## config.mk

```make
export PLATFORM = sky130hd
export DESIGN_NAME = alu_op_fifo
export DESIGN_NICKNAME = d
export VERILOG_FILES = /design/src/rtl/alu_op_fifo.sv
export SDC_FILE = /design/constraint.sdc
export NUM_CORES = 1
export LEC_CHECK = 0
export BUFFER_PORTS_ARGS = -buffer_cell sky130_fd_sc_hd__buf_2
export CAP_MARGIN = 25
export CORE_ASPECT_RATIO = 1.2
export CORE_MARGIN = 1
export CORE_UTILIZATION = 30
export DETAILED_ROUTE_END_ITERATION = 10
export PLACE_DENSITY_LB_ADDON = 0.15
export SYNTH_ARGS = -nofsm -noshare
export SYNTH_HDL_FRONTEND = slang
export SYNTH_SLANG_ARGS = --single-unit
```

## constraint.sdc

```tcl
create_clock -name clk -period 10.2 [get_ports clk]
set_input_delay 2.04 -clock clk [delete_from_list [all_inputs] [get_ports clk]]
set_output_delay 2.04 -clock clk [all_outputs]
set_load 0.005 [all_outputs]
```

## src/rtl/alu_op_fifo.sv

```systemverilog
// Operation queue feeding the 32-bit ALU: buffers {command, operandA, operandB} with valid/ready on both sides.
// Optional same-cycle bypass on an empty queue is enabled by defining ALU_OP_FIFO_BYPASS_EN.
module alu_op_fifo #(
  parameter int DEPTH = 4,
  parameter int CW    = 3,
  parameter int DW    = 32
) (
  input  logic                     clk,
  input  logic                     reset,
  input  logic                     flush,
  input  logic                     in_valid,
  output logic                     in_ready,
  input  logic [CW-1:0]            in_command,
  input  logic [DW-1:0]            in_operandA,
  input  logic [DW-1:0]            in_operandB,
  output logic                     out_valid,
  input  logic                     out_ready,
  output logic [CW-1:0]            out_command,
  output logic [DW-1:0]            out_operandA,
  output logic [DW-1:0]            out_operandB,
  output logic [$clog2(DEPTH):0]   count
);

  localparam int AW   = $clog2(DEPTH);
  localparam int CNTW = AW + 1;

  localparam logic [AW-1:0]   PTR_ONE  = AW'(1);
  localparam logic [CNTW-1:0] CNT_ONE  = CNTW'(1);
  localparam logic [CNTW-1:0] CNT_FULL = CNTW'(DEPTH);

  logic [CW-1:0] cmd_mem [DEPTH];
  logic [DW-1:0] a_mem   [DEPTH];
  logic [DW-1:0] b_mem   [DEPTH];

  logic [AW-1:0]   wr_ptr;
  logic [AW-1:0]   rd_ptr;
  logic [CNTW-1:0] cnt;

  logic empty;
  logic full;
  logic bypass;
  logic push;
  logic pop;

  assign empty = (cnt == '0);
  assign full  = (cnt == CNT_FULL);

`ifdef ALU_OP_FIFO_BYPASS_EN
  // An empty queue with a ready ALU hands the operation straight through; nothing is stored.
  assign bypass = empty && in_valid && out_ready && !flush;
`else
  assign bypass = 1'b0;
`endif

  assign in_ready = !full;
  assign push     = in_valid && !full && !flush && !bypass;
  assign pop      = !empty && out_ready && !flush;

  assign out_valid    = !empty || bypass;
  assign out_command  = bypass ? in_command  : cmd_mem[rd_ptr];
  assign out_operandA = bypass ? in_operandA : a_mem[rd_ptr];
  assign out_operandB = bypass ? in_operandB : b_mem[rd_ptr];
  assign count        = cnt;

  always_ff @(posedge clk or posedge reset) begin
    if (reset) begin
      for (int i = 0; i < DEPTH; i++) begin
        cmd_mem[i] <= '0;
        a_mem[i]   <= '0;
        b_mem[i]   <= '0;
      end
    end else if (push) begin
      cmd_mem[wr_ptr] <= in_command;
      a_mem[wr_ptr]   <= in_operandA;
      b_mem[wr_ptr]   <= in_operandB;
    end
  end

  always_ff @(posedge clk or posedge reset) begin
    if (reset) begin
      wr_ptr <= '0;
      rd_ptr <= '0;
      cnt    <= '0;
    end else if (flush) begin
      wr_ptr <= '0;
      rd_ptr <= '0;
      cnt    <= '0;
    end else begin
      if (push)
        wr_ptr <= wr_ptr + PTR_ONE;
      if (pop)
        rd_ptr <= rd_ptr + PTR_ONE;
      case ({push, pop})
        2'b10:   cnt <= cnt + CNT_ONE;
        2'b01:   cnt <= cnt - CNT_ONE;
        default: cnt <= cnt;
      endcase
    end
  end

endmodule

```

==> impl_results.md, run 1 <==
- Min Tclk post-route: just under 5 ns
- Req. time, crit path: 8.16 ns
- Die area: a little over 40000 sq um
- Maximum level of the CTS H-tree: 1
- RR Endpoint: b_mem[25]
- Hold Crit Start: a_mem[19]
- Final WL: 27.82 mm
- Gr usage total: 0.1376
- Setup_tns: 0 ns
- Worst vdd ir: 0.0001380 V
- Max Cap Viol: 0
- Remaining Overflow, GRT: 0
- Skew final: 0.007099 ns
- #FFs+latches synth: 275
- Crit share post-route: 0.4806
- Final setup viols: 0
- First-pass GRT wire length: 44.91 mm
- Clock-pin slew on the worst setup and hold paths: roughly 0.060 ns
- HP Class: register to register
- CP max-delay cell: dfrtp_4
- Vias in the first global route: 7386
- Slew Limit Fails: 0
- Clk_lat worst skew: 0.55 ns
- Cell Area, Synth: around 12000 sq um
- RSZ-0062 raised after global routing: no
- Pwr/cell area: 271.5 nW/um^2
- Hold-fix buffers, CTS: 0
- Initial antenna violation count: 1
- Final ANT Viol Nets: 0
- DRT Pass-1 Iters: 4
- Cell family with most CP delay: buffers and inverters
- Post-synth EDFFs: 0
- # port buffers: 143
- Leakage power: 6.471 nW
- Commonest non-fill, non-tap cell in the layout: dfrtp_1
- Final GP Congestion: 0.6811
- Hold depth: 1
- CTS Buf Count: 31
- Sequential-to-total area share from yosys stat: 0.5626
- Setup CP Type: register to primary output
- Worst Setup End Kind: primary output
- CTS tree: done
- Final Hold Vio Count: 0
- Synth cell types: 36
- Largest net degree at the start of global routing: 78
- Crit-path max cell delay: 0.82 ns
- Area grow syn2layout: 17.69%
- Outcome: finished clean
- Clock tree root driver cell: clkbuf_16
- Chip width: 186.3 microns
- Minimum setup slack among reg-to-reg paths: 7.17 ns
- FFs w/ async S/R, synth: 1.000
- CP Data Arrival Time: 2.86 ns
- Layout cells sized above 1: 0.6073
- R2R cell count: 5
- Cts repair resizes: 0
- Syn Inst Count: just over 700
- Max-slew headroom: 0.4003
- Initial cell density of the core: 0.3063
- Sum of buffers and inverters on the critical path: 3
- Diodes inserted: 0
- Layout Nets: 932
- Clk buf depth: 3
- Hold EP: a_mem[19]
- Num rows: 80
- Tot Pwr: slightly below 4 mW
- Hpwl dp: 16.59 mm
- Crit Reg-Reg Startpoint: count[0]
- Core area: approximately 40000 sq um
- Peak Freq: 204.0 MHz
- Top FF cell, synth: dfrtp_1
- Average size of a mapped cell: 17.01 sq um
- Fin util: 0.3604
- IO Pins: about 140
- Startpoint Class: register
- First DRT Iteration DRCs: 249
- # Post-CTS Setup Buffers: 0
- Vias: around 6600
- Worst-path fanout max: 28
- Routed len/inst: 19.75 microns
- Yosys Warn Count: 0
- Syn nets: 796
- Worst path cell trace: buf_4, buf_16, mux4_2, buf_2
- # DRC: 0
- Die height: 223.2 microns
- Vias per std cell: 4.705
- Commonest non-fill, non-tap cells in the layout: dfrtp_1 (273), mux2_2 (225), buf_2 (143)
- CTS Sinks: 275
- Worst Tran Pin Value: 0.8995 ns
[report_power, final]
part / total [mW] / internal (mW) / switching, mW
Sequential: 1.77 / 1.52 / 0.244
Clock: 1.06 / 0.617 / 0.443
Combinational: 1.08 / 0.721 / 0.361
[how the worst max path moves through the flow]
stage	start	to	slack [ns]	cells after the start
floorplan	reset	a_mem[0]	0.58	1
detailed placement	rd_ptr[0]	out_operandB[10]	5.58	3
global route	rd_ptr[0]	out_operandB[10]	5.03	4
finish	rd_ptr[0]	out_operandB[10]	5.30	4
global placement	rd_ptr[0]	out_operandB[10]	5.60	3
CTS	rd_ptr[0]	out_operandB[10]	4.96	3
[metal layers]
metal  routed length, microns  share of wire  track usage  vias to the layer above
li1                         -              -            -                     2947
met5                       12        0.00043            0                        -
met3                     1335          0.048      0.03067                       33
met4                      484          0.017      0.03626                        2
met1                    12000           0.43       0.1757                     3530
met2                    13980           0.50       0.2345                      118
[synth_stat cells (4+ instances only)]
| cell | instances | share of area |
|---|---|---|
| buf_6 | 16 | 0.015 |
| ha_1 | 4 | 0.0041 |
| mux4_2 | 67 | 0.12 |
| clkbuf_1 | 11 | 0.0034 |
| mux2_2 | 225 | 0.21 |
| dfrtp_1 | 275 | 0.56 |
| mux2_4 | 30 | 0.037 |
| nand2_1 | 7 | 0.0021 |
| mux2_1 | 13 | 0.012 |
| inv_1 | 4 | 0.0012 |
| nor2_1 | 7 | 0.0021 |
| a21oi_1 | 4 | 0.0016 |
| buf_2 | 20 | 0.0082 |
[sequential cells by signal (all words and copies together) (netlist names)]
signal / cells
wr_ptr: 2
rd_ptr: 2
count: 3
a_mem: 128
cmd_mem: 12
b_mem: 128
[metrics by stage]
step                      hold WS [ns]  cell area, sq um  instances  setup slack, ns
after floorplan                 0.4589             12230        719           0.5796
after global placement          0.4725             13380       1353            5.597
after global routing            0.5107             14400       1409            5.028
after detailed placement        0.4799             13380       1353            5.581
final                           0.4880             14400       1409            5.298
after CTS                       0.4935             14340       1407            4.959
[cell families (layout without fill, tap and decap cells)]
logic type | after synthesis | in the layout | synth area share
and+or+nand+nor | 34 | 34 | 0.01494
muxes | 335 | 335 | 0.3793
DFF | 275 | 275 | 0.5626
AOI/OAI and AO/OA | 11 | 11 | 0.005729
buffers and inverters | 55 | 212 | 0.02885
adders and majority gates | 5 | 5 | 0.005729
xor gates and xnor gates | 4 | 4 | 0.002865
[final cells by class]
| type | instances | area, sq um |
|---|---|---|
| clock buffers | 46 | 922.1 |
| multi-input cells | 389 | 5016 |
| fillers | 3846 | 25540 |
| well taps | 533 | 666.9 |
| clock inverters | 8 | 40.04 |
| flip-flops and latches | 275 | 6889 |
| inverters | 4 | 22.52 |
| repair buffers | 154 | 838.3 |
No activity file was read; power rests on OpenSTA's default activity.
==> run 2, diff against run 1 <==
--- a/config.mk
+++ b/config.mk
@@ -5,6 +5,7 @@
 export SDC_FILE = /design/constraint.sdc
 export NUM_CORES = 1
 export LEC_CHECK = 0
+export ABC_AREA = 1
 export BUFFER_PORTS_ARGS = -buffer_cell sky130_fd_sc_hd__buf_2
 export CAP_MARGIN = 25
 export CORE_ASPECT_RATIO = 1.2
==> constraint.sdc (replaced) <==
create_clock -name clk -period 4.84 [get_ports clk]
set_input_delay 0.968 -clock clk [delete_from_list [all_inputs] [get_ports clk]]
set_output_delay 0.968 -clock clk [all_outputs]
set_load 0.005 [all_outputs]
==> impl_results.md, run 2 <==
- Worst Setup End Kind: primary output (unchanged)
- Metal3 WL: 1.235 mm (was 1.335 mm)
- Final ANT Viol Nets: 0 (unchanged)
- # Post-CTS Setup Buffers: 0 (unchanged)
- Multi-input gate area: 4245 sq um (was 5016 sq um)
- Clk_lat worst skew: 0.51 ns (was 0.55 ns)
- Commonest non-fill, non-tap cell in the layout: nand2_1 (was dfrtp_1)
- Synth area leader: dfrtp_1 (unchanged)
- Max-slew headroom: 0.4062 (was 0.4003)
- CTS Sinks: 275 (unchanged)
- CP Data Arrival Time: 2.72 ns (was 2.86 ns)
- Top cells by area, synth: dfrtp_1 (57%), o21ai_0 (9.7%), nand2_1 (8.9%) (was dfrtp_1 (56%), mux2_2 (21%), mux4_2 (12%))
- Num rows: 79 (was 80)
- # port buffers: 143 (unchanged)
- Die area: 40840 sq um (was 41590 sq um)
- Crit share post-route: 0.7629
- CTS Buf Count: 34 (was 31)
- Final setup viols: 0 (unchanged)
- Largest net degree at the start of global routing: 109 (was 78)
- Clk buf depth: 3 (unchanged)
- Crit Reg-Reg Startpoint: count[1] (was count[0])
- Cts repair resizes: 0 (unchanged)
- Outcome: finished clean (unchanged)
- FFs w/ async S/R, synth: 1.000 (unchanged)
- Setup_tns: 0 ns (unchanged)
- Vias: 9492 (was 6630)
- Cell Area, Synth: 12010 sq um (was 12230 sq um)
- Hold depth: 2 (was 1)
- Initial cell density of the core: 0.3068 (was 0.3063)
- Layout Cells excl Fill: 2013 (was 1409)
- RR Endpoint: b_mem[110] (was b_mem[25])
- Worst-path fanout max: 68 (was 28)
- CTS tree: done (unchanged)
- R2R cell count: 7 (was 5)
- Yosys Warn Count: 0 (unchanged)
- Met2 WL: 15.32 mm (was 13.98 mm)
- CP startpoint: rd_ptr[0] (unchanged)
- Final GP Congestion: 0.7300 (was 0.6811)
- Top Layer Used: met5 (unchanged)
- Area grow syn2layout: 17.45% (was 17.69%)
- Skew final: 0.01946 ns (was 0.007099 ns)
- Max Cap Viol: 0 (unchanged)
- Most common cell in the netlist: nand2_1 (was dfrtp_1)
- #FFs+latches synth: 275 (unchanged)
- Req. time, crit path: 3.87 ns (was 8.16 ns)
- Pwr/cell area: 643.4 nW/um^2 (was 271.5 nW/um^2)
- Syn Inst Count: 1367 (was 719)
- Layout Nets: 1542 (was 932)
- Peak Freq: 270.8 MHz
- Crit path to: out_operandB[11] (was out_operandB[10])
- Gr usage total: 0.1629 (was 0.1376)
- Sequential-to-total area share from yosys stat: 0.5730 (was 0.5626)
- Fin util: 0.3604 (about the same)
- DRT Pass-1 Iters: 5 (was 4)
- # DRC: 0 (unchanged)
- Tot Pwr: 9.075 mW (was 3.909 mW)
- WHS: 0.4786 ns (was 0.4880 ns)
- Vias in the first global route: 9612 (was 7386)
- Clock tree root driver cell: clkbuf_16 (unchanged)
- Worst Tran Pin Value: 0.8906 ns (was 0.8995 ns)
- Inst Count DP: 1954 (was 1353)
- Chip width: 184.7 microns (was 186.3 microns)
- Final WL: 32.14 mm (was 27.82 mm)
- Register Area: 6887 sq um (was 6889 sq um)
- M1 WL: 15.09 mm (was 12.00 mm)
- Top cell type's share of synthesized area: 0.5730 (was 0.5626)
- Vias per std cell: 4.715 (was 4.705)
- Remaining Overflow, GRT: 0 (unchanged)
- Leakage power: 6.891 nW (was 6.471 nW)
- Startpoint Class: register (unchanged)
- Setup CP Type: register to primary output (unchanged)
- Core area: 39140 sq um (was 39940 sq um)
- Minimum setup slack among reg-to-reg paths: 2.31 ns (was 7.17 ns)
- Filler cells: 4200 (was 3846)
- Slew Limit Fails: 0 (unchanged)
- Worst vdd ir: 0.0002643 V (was 0.0001380 V)
- Average size of a mapped cell: 8.786 sq um (was 17.01 sq um)
- IO Pins: 144 (unchanged)
- RSZ-0062 raised after global routing: no (unchanged)
- Commonest cells in the netlist: nand2_1 (284), dfrtp_1 (275), o21ai_0 (232) (was dfrtp_1 (275), mux2_2 (225), mux4_2 (67))
- Die height: 221.2 microns (was 223.2 microns)
- Top FF cell, synth: dfrtp_1 (unchanged)
- Final Hold Vio Count: 0 (unchanged)
- Top Registers: a_mem: 128 flops, b_mem: 128 flops, cmd_mem: 12 flops (unchanged)
- First-pass GRT wire length: 52.81 mm (was 44.91 mm)
- Layout cells sized above 1: 0.1480 (was 0.6073)
- Post-synth EDFFs: 0 (unchanged)
- Synth cell types: 21 (was 36)
- First DRT Iteration DRCs: 468 (was 249)
- Clock-pin slew on the worst setup and hold paths: 0.05 ns (was 0.06 ns)
- Maximum level of the CTS H-tree: 2 (was 1)
- Min Tclk post-route: 3.692 ns
- Hpwl dp: 19.04 mm (was 16.59 mm)
- Hold-fix buffers, CTS: 0 (unchanged)
- HP Class: register to register (unchanged)
- Syn nets: 1444 (was 796)
- Initial antenna violation count: 1 (unchanged)
- Routed len/inst: 15.96 microns (was 19.75 microns)
- Commonest non-fill, non-tap cells in the layout: nand2_1 (284), dfrtp_1 (273), o21ai_0 (232) (was dfrtp_1 (273), mux2_2 (225), buf_2 (143))
[run 2: cell types whose count changed in the layout (fill, tap and decap cells not counted), sizes merged, moves of 7 or more]
cell	before	now
o21ai	2	406
o22ai	1	67
mux4	67	0
inv	4	75
nand2	10	290
nor2	7	142
buf	154	161
mux2	268	0
[run 2: metal layers]
metal,track usage,vias up
li1,-,4740
met1,0.2125,4566
met2,0.2773,153
met3,0.03045,31
met4,0.03786,2
met5,0,-
[run 2: worst min path at each step]
stage	start	endpoint
2_1_floorplan	a_mem[38]	a_mem[38]
3_3_place_gp	a_mem[76]	a_mem[76]
3_5_place_dp	b_mem[83]	b_mem[83]
4_1_cts	a_mem[73]	a_mem[73]
5_1_grt	b_mem[44]	b_mem[44]
6_report	b_mem[74]	b_mem[74]
[run 2: layout make-up]
cell class,count,share of cell area
timing repair buffer,161,0.06440
sequential,275,0.4882
multi-input combinational,917,0.3010
antenna,1,0.0001774
inverter,76,0.02067
clock buffer,51,0.07149
clock inverter,6,0.007451
tap,526,0.04666
[run 2: worst max-delay path: stages (launching register included)]
cell     delay (ns)
dfrtp_4        0.76
inv_4          0.42
buf_4          0.48
o21ai_0        0.14
o22ai_1        0.23
buf_2          0.16
[run 2: logic make-up (layout without fill, tap and decap cells)]
kind of cell,Yosys count,after routing,share of synthesized area
other cells,0,1,0
simple gates,434,434,0.1407
compound gates,477,477,0.2062
xor+xnor,1,1,0.0007294
fa+ha+maj,5,5,0.005834
flops,275,275,0.5730
buf+inv,175,294,0.07355
[run 2: report_power, final]
group | leakage, nW | switching [mW] | internal [mW] | total (mW)
Sequential | 3.53 | 0.566 | 3.30 | 3.87
Clock | 0.545 | 0.958 | 1.59 | 2.55
Combinational | 2.82 | 1.53 | 1.13 | 2.66
[run 2: metrics by stage]
step	worst slack (ns)	area, sq um
4_1_cts	1.065	14080
6_report	1.148	14110
2_1_floorplan	0.2346	12010
3_3_place_gp	1.624	12960
3_5_place_dp	1.617	12960
5_1_grt	0.8618	14100
==> run 3, diff against run 2 <==
--- a/config.mk
+++ b/config.mk
@@ -5,7 +5,7 @@
 export SDC_FILE = /design/constraint.sdc
 export NUM_CORES = 1
 export LEC_CHECK = 0
-export ABC_AREA = 1
+export ABC_AREA = 0
 export BUFFER_PORTS_ARGS = -buffer_cell sky130_fd_sc_hd__buf_2
 export CAP_MARGIN = 25
 export CORE_ASPECT_RATIO = 1.2
==> constraint.sdc (replaced) <==
create_clock -name clk -period 3.6 [get_ports clk]
set_input_delay 0.72 -clock clk [delete_from_list [all_inputs] [get_ports clk]]
set_output_delay 0.72 -clock clk [all_outputs]
set_load 0.005 [all_outputs]
==> impl_results.md, run 3 (same netlist as run 1, synthesis figures left out) <==
- Outcome: finished clean (unchanged)
- CP startpoint: rd_ptr[1] (was rd_ptr[0])
- Maximum level of the CTS H-tree: 2 (unchanged)
- Clk buf depth: 3 (unchanged)
- Inst Count DP: 1369 (was 1954)
- Commonest non-fill, non-tap cells in the layout: dfrtp_1 (273), mux2_2 (225), buf_2 (143) (was nand2_1 (284), dfrtp_1 (273), o21ai_0 (232))
- Final WL: 28.53 mm (was 32.14 mm)
- Placed Area: 13620 sq um (was 12960 sq um)
- CTS Sinks: 275 (unchanged)
- # Post-CTS Setup Buffers: 0 (unchanged)
- Chip width: 186.3 microns (was 184.7 microns)
- First DRT Iteration DRCs: 193 (was 468)
- Hpwl dp: 18.28 mm (was 19.04 mm)
- HP Class: input pin to asynchronous set/reset pin (was register to register)
- Clk_lat worst skew: 0.51 ns (about the same)
- Sum of buffers and inverters on the critical path: 2 (was 3)
- Sequential share of power: 0.423 (was 0.426)
- Largest net degree at the start of global routing: 47 (was 109)
- CTS tree: done (unchanged)
- Final setup viols: 0 (unchanged)
- Max Cap Viol: 0 (unchanged)
- RSZ-0062 raised after global routing: no (unchanged)
- Crit Reg-Reg Startpoint: count[0] (was count[1])
- Worst Tran Pin Value: 0.7685 ns (was 0.8906 ns)
- Initial cell density of the core: 0.3063 (was 0.3068)
- Crit share post-route: 0.7935
- Final GP Congestion: 0.6852 (was 0.7300)
- Clock power share: 0.302 (was 0.281)
- IO Pins: 144 (unchanged)
- Top Registers: a_mem: 128 flops, b_mem: 128 flops, cmd_mem: 12 flops (unchanged)
- Vias in the first global route: 7533 (was 9612)
- Commonest non-fill, non-tap cell in the layout: dfrtp_1 (was nand2_1)
- Leakage power: 6.643 nW (was 6.891 nW)
- Max-slew headroom: 0.4866 (was 0.4062)
- Slew Limit Fails: 0 (unchanged)
- Remaining Overflow, GRT: 0 (unchanged)
- Pwr/cell area: 788.2 nW/um^2 (was 643.4 nW/um^2)
- First-pass GRT wire length: 45.87 mm (was 52.81 mm)
- Net load switching power: 3.058 mW (was 3.057 mW)
- Clock tree root driver cell: clkbuf_16 (unchanged)
- Worst Setup End Kind: primary output (unchanged)
- Pint: 8.594 mW (was 6.018 mW)
- Worst vdd ir: 0.0003315 V (was 0.0002643 V)
- Req. time, crit path: 2.88 ns (was 3.87 ns)
- Die area: 41590 sq um (was 40840 sq um)
- Cell family with most CP delay: flip-flops (was buffers and inverters)
- Final ANT Viol Nets: 0 (unchanged)
- Layout Cells excl Fill: 1430 (was 2013)
- Layout cells sized above 1: 0.6145 (was 0.1480)
- Combinational group share of total power: 0.275 (was 0.293)
- Cts repair resizes: 0 (unchanged)
- Worst path cell trace: buf_12, mux4_2, buf_2 (was inv_4, buf_4, o21ai_0, o22ai_1, buf_2)
- Filler cells: 3807 (was 4200)
- DRT Pass-1 Iters: 4 (was 5)
- Multi-input gate area: 5016 sq um (was 4245 sq um)
- Die height: 223.2 microns (was 221.2 microns)
- CP max-delay cell: dfrtp_4 (unchanged)
- Setup CP Type: register to primary output (unchanged)
- Routed len/inst: 19.95 microns (was 15.96 microns)
- # DRC: 0 (unchanged)
- R2R cell count: 5 (was 7)
- Layout Nets: 949 (was 1542)
- Peak Freq: 350.1 MHz
- Final Hold Vio Count: 0 (unchanged)
- Startpoint Class: register (unchanged)
- Hold-fix buffers, CTS: 0 (unchanged)
- Vias per std cell: 4.688 (was 4.715)
- Clock-pin slew on the worst setup and hold paths: 0.05 ns (about the same)
- Vias: 6704 (was 9492)
- CTS Buf Count: 34 (unchanged)
- Area grow syn2layout: 20.86% (was 17.45%)
- Final std cell area, no fill: 14780 sq um (was 14110 sq um)
- RR Endpoint: b_mem[44] (was b_mem[110])
- Switch share: 0.2624 (was 0.3369)
- CP Data Arrival Time: 2.14 ns (was 2.72 ns)
- Skew final: 0.01237 ns (was 0.01946 ns)
- Crit-path max cell delay: 0.76 ns (about the same)
- Initial antenna violation count: 7 (was 1)
- Min Tclk post-route: 2.856 ns
- Gr usage total: 0.1432 (was 0.1629)
- Register Area: 6889 sq um (was 6887 sq um)
- Num rows: 80 (was 79)
- Worst-path fanout max: 32 (was 68)
- # port buffers: 143 (unchanged)
- Core area: 39940 sq um (was 39140 sq um)
- Minimum setup slack among reg-to-reg paths: 0.96 ns (was 2.31 ns)
==> run 3: area by class of cell <==
| cell class | count | area share |
|---|---|---|
| well taps | 533 | 0.04511 |
| multi-input cells | 389 | 0.3393 |
| inverters | 4 | 0.001270 |
| clock buffers | 47 | 0.06720 |
| flip-flops and latches | 275 | 0.4660 |
| diodes | 2 | 0.0003386 |
| repair buffers | 168 | 0.06957 |
| clock inverters | 12 | 0.01117 |
==> run 3: layer usage <==
metal	up-vias	wire length [microns]	share of wire	global-route usage
met5	-	27	0.00095	0
met4	4	604	0.021	0.04239
met3	41	1382	0.048	0.03634
met2	128	14130	0.50	0.2409
met1	3551	12390	0.43	0.1807
li1	2980	-	-	-
==> run 3: power groups by stage <==
stage	combinational, mW	clock (mW)	sequential (mW)
finish	3.20	3.52	4.93
global route	3.51	3.78	5.11
CTS	3.30	3.65	4.94
detailed placement	3.29	0	4.99
global placement	3.23	0	4.98
floorplan	2.37	0	4.74
==> run 3: metrics by stage <==
step                      hold WS [ns]  setup WS [ns]  setup TNS (ns)  utilization  total power, mW
after floorplan                 0.4589        -0.7574         -208.28            -            7.114
final                           0.3556         0.7435               0       0.3701            11.65
after detailed placement        0.4801         0.9137               0       0.3410            8.275
after global routing            0.3811         0.6282               0       0.3701            12.40
after CTS                       0.3691         0.6625               0       0.3700            11.89
after global placement          0.4742         0.9827               0       0.3410            8.213
==> run 3: worst max-delay path by stage <==
stage / to / slack [ns] / depth (start not counted)
6_report: out_operandB[15] / 0.74 / 3
5_1_grt: out_operandB[16] / 0.63 / 3
4_1_cts: out_operandB[15] / 0.66 / 3
3_5_place_dp: b_mem[46] / 0.91 / 5
3_3_place_gp: b_mem[34] / 0.98 / 5
2_1_floorplan: a_mem[0] / -0.76 / 1
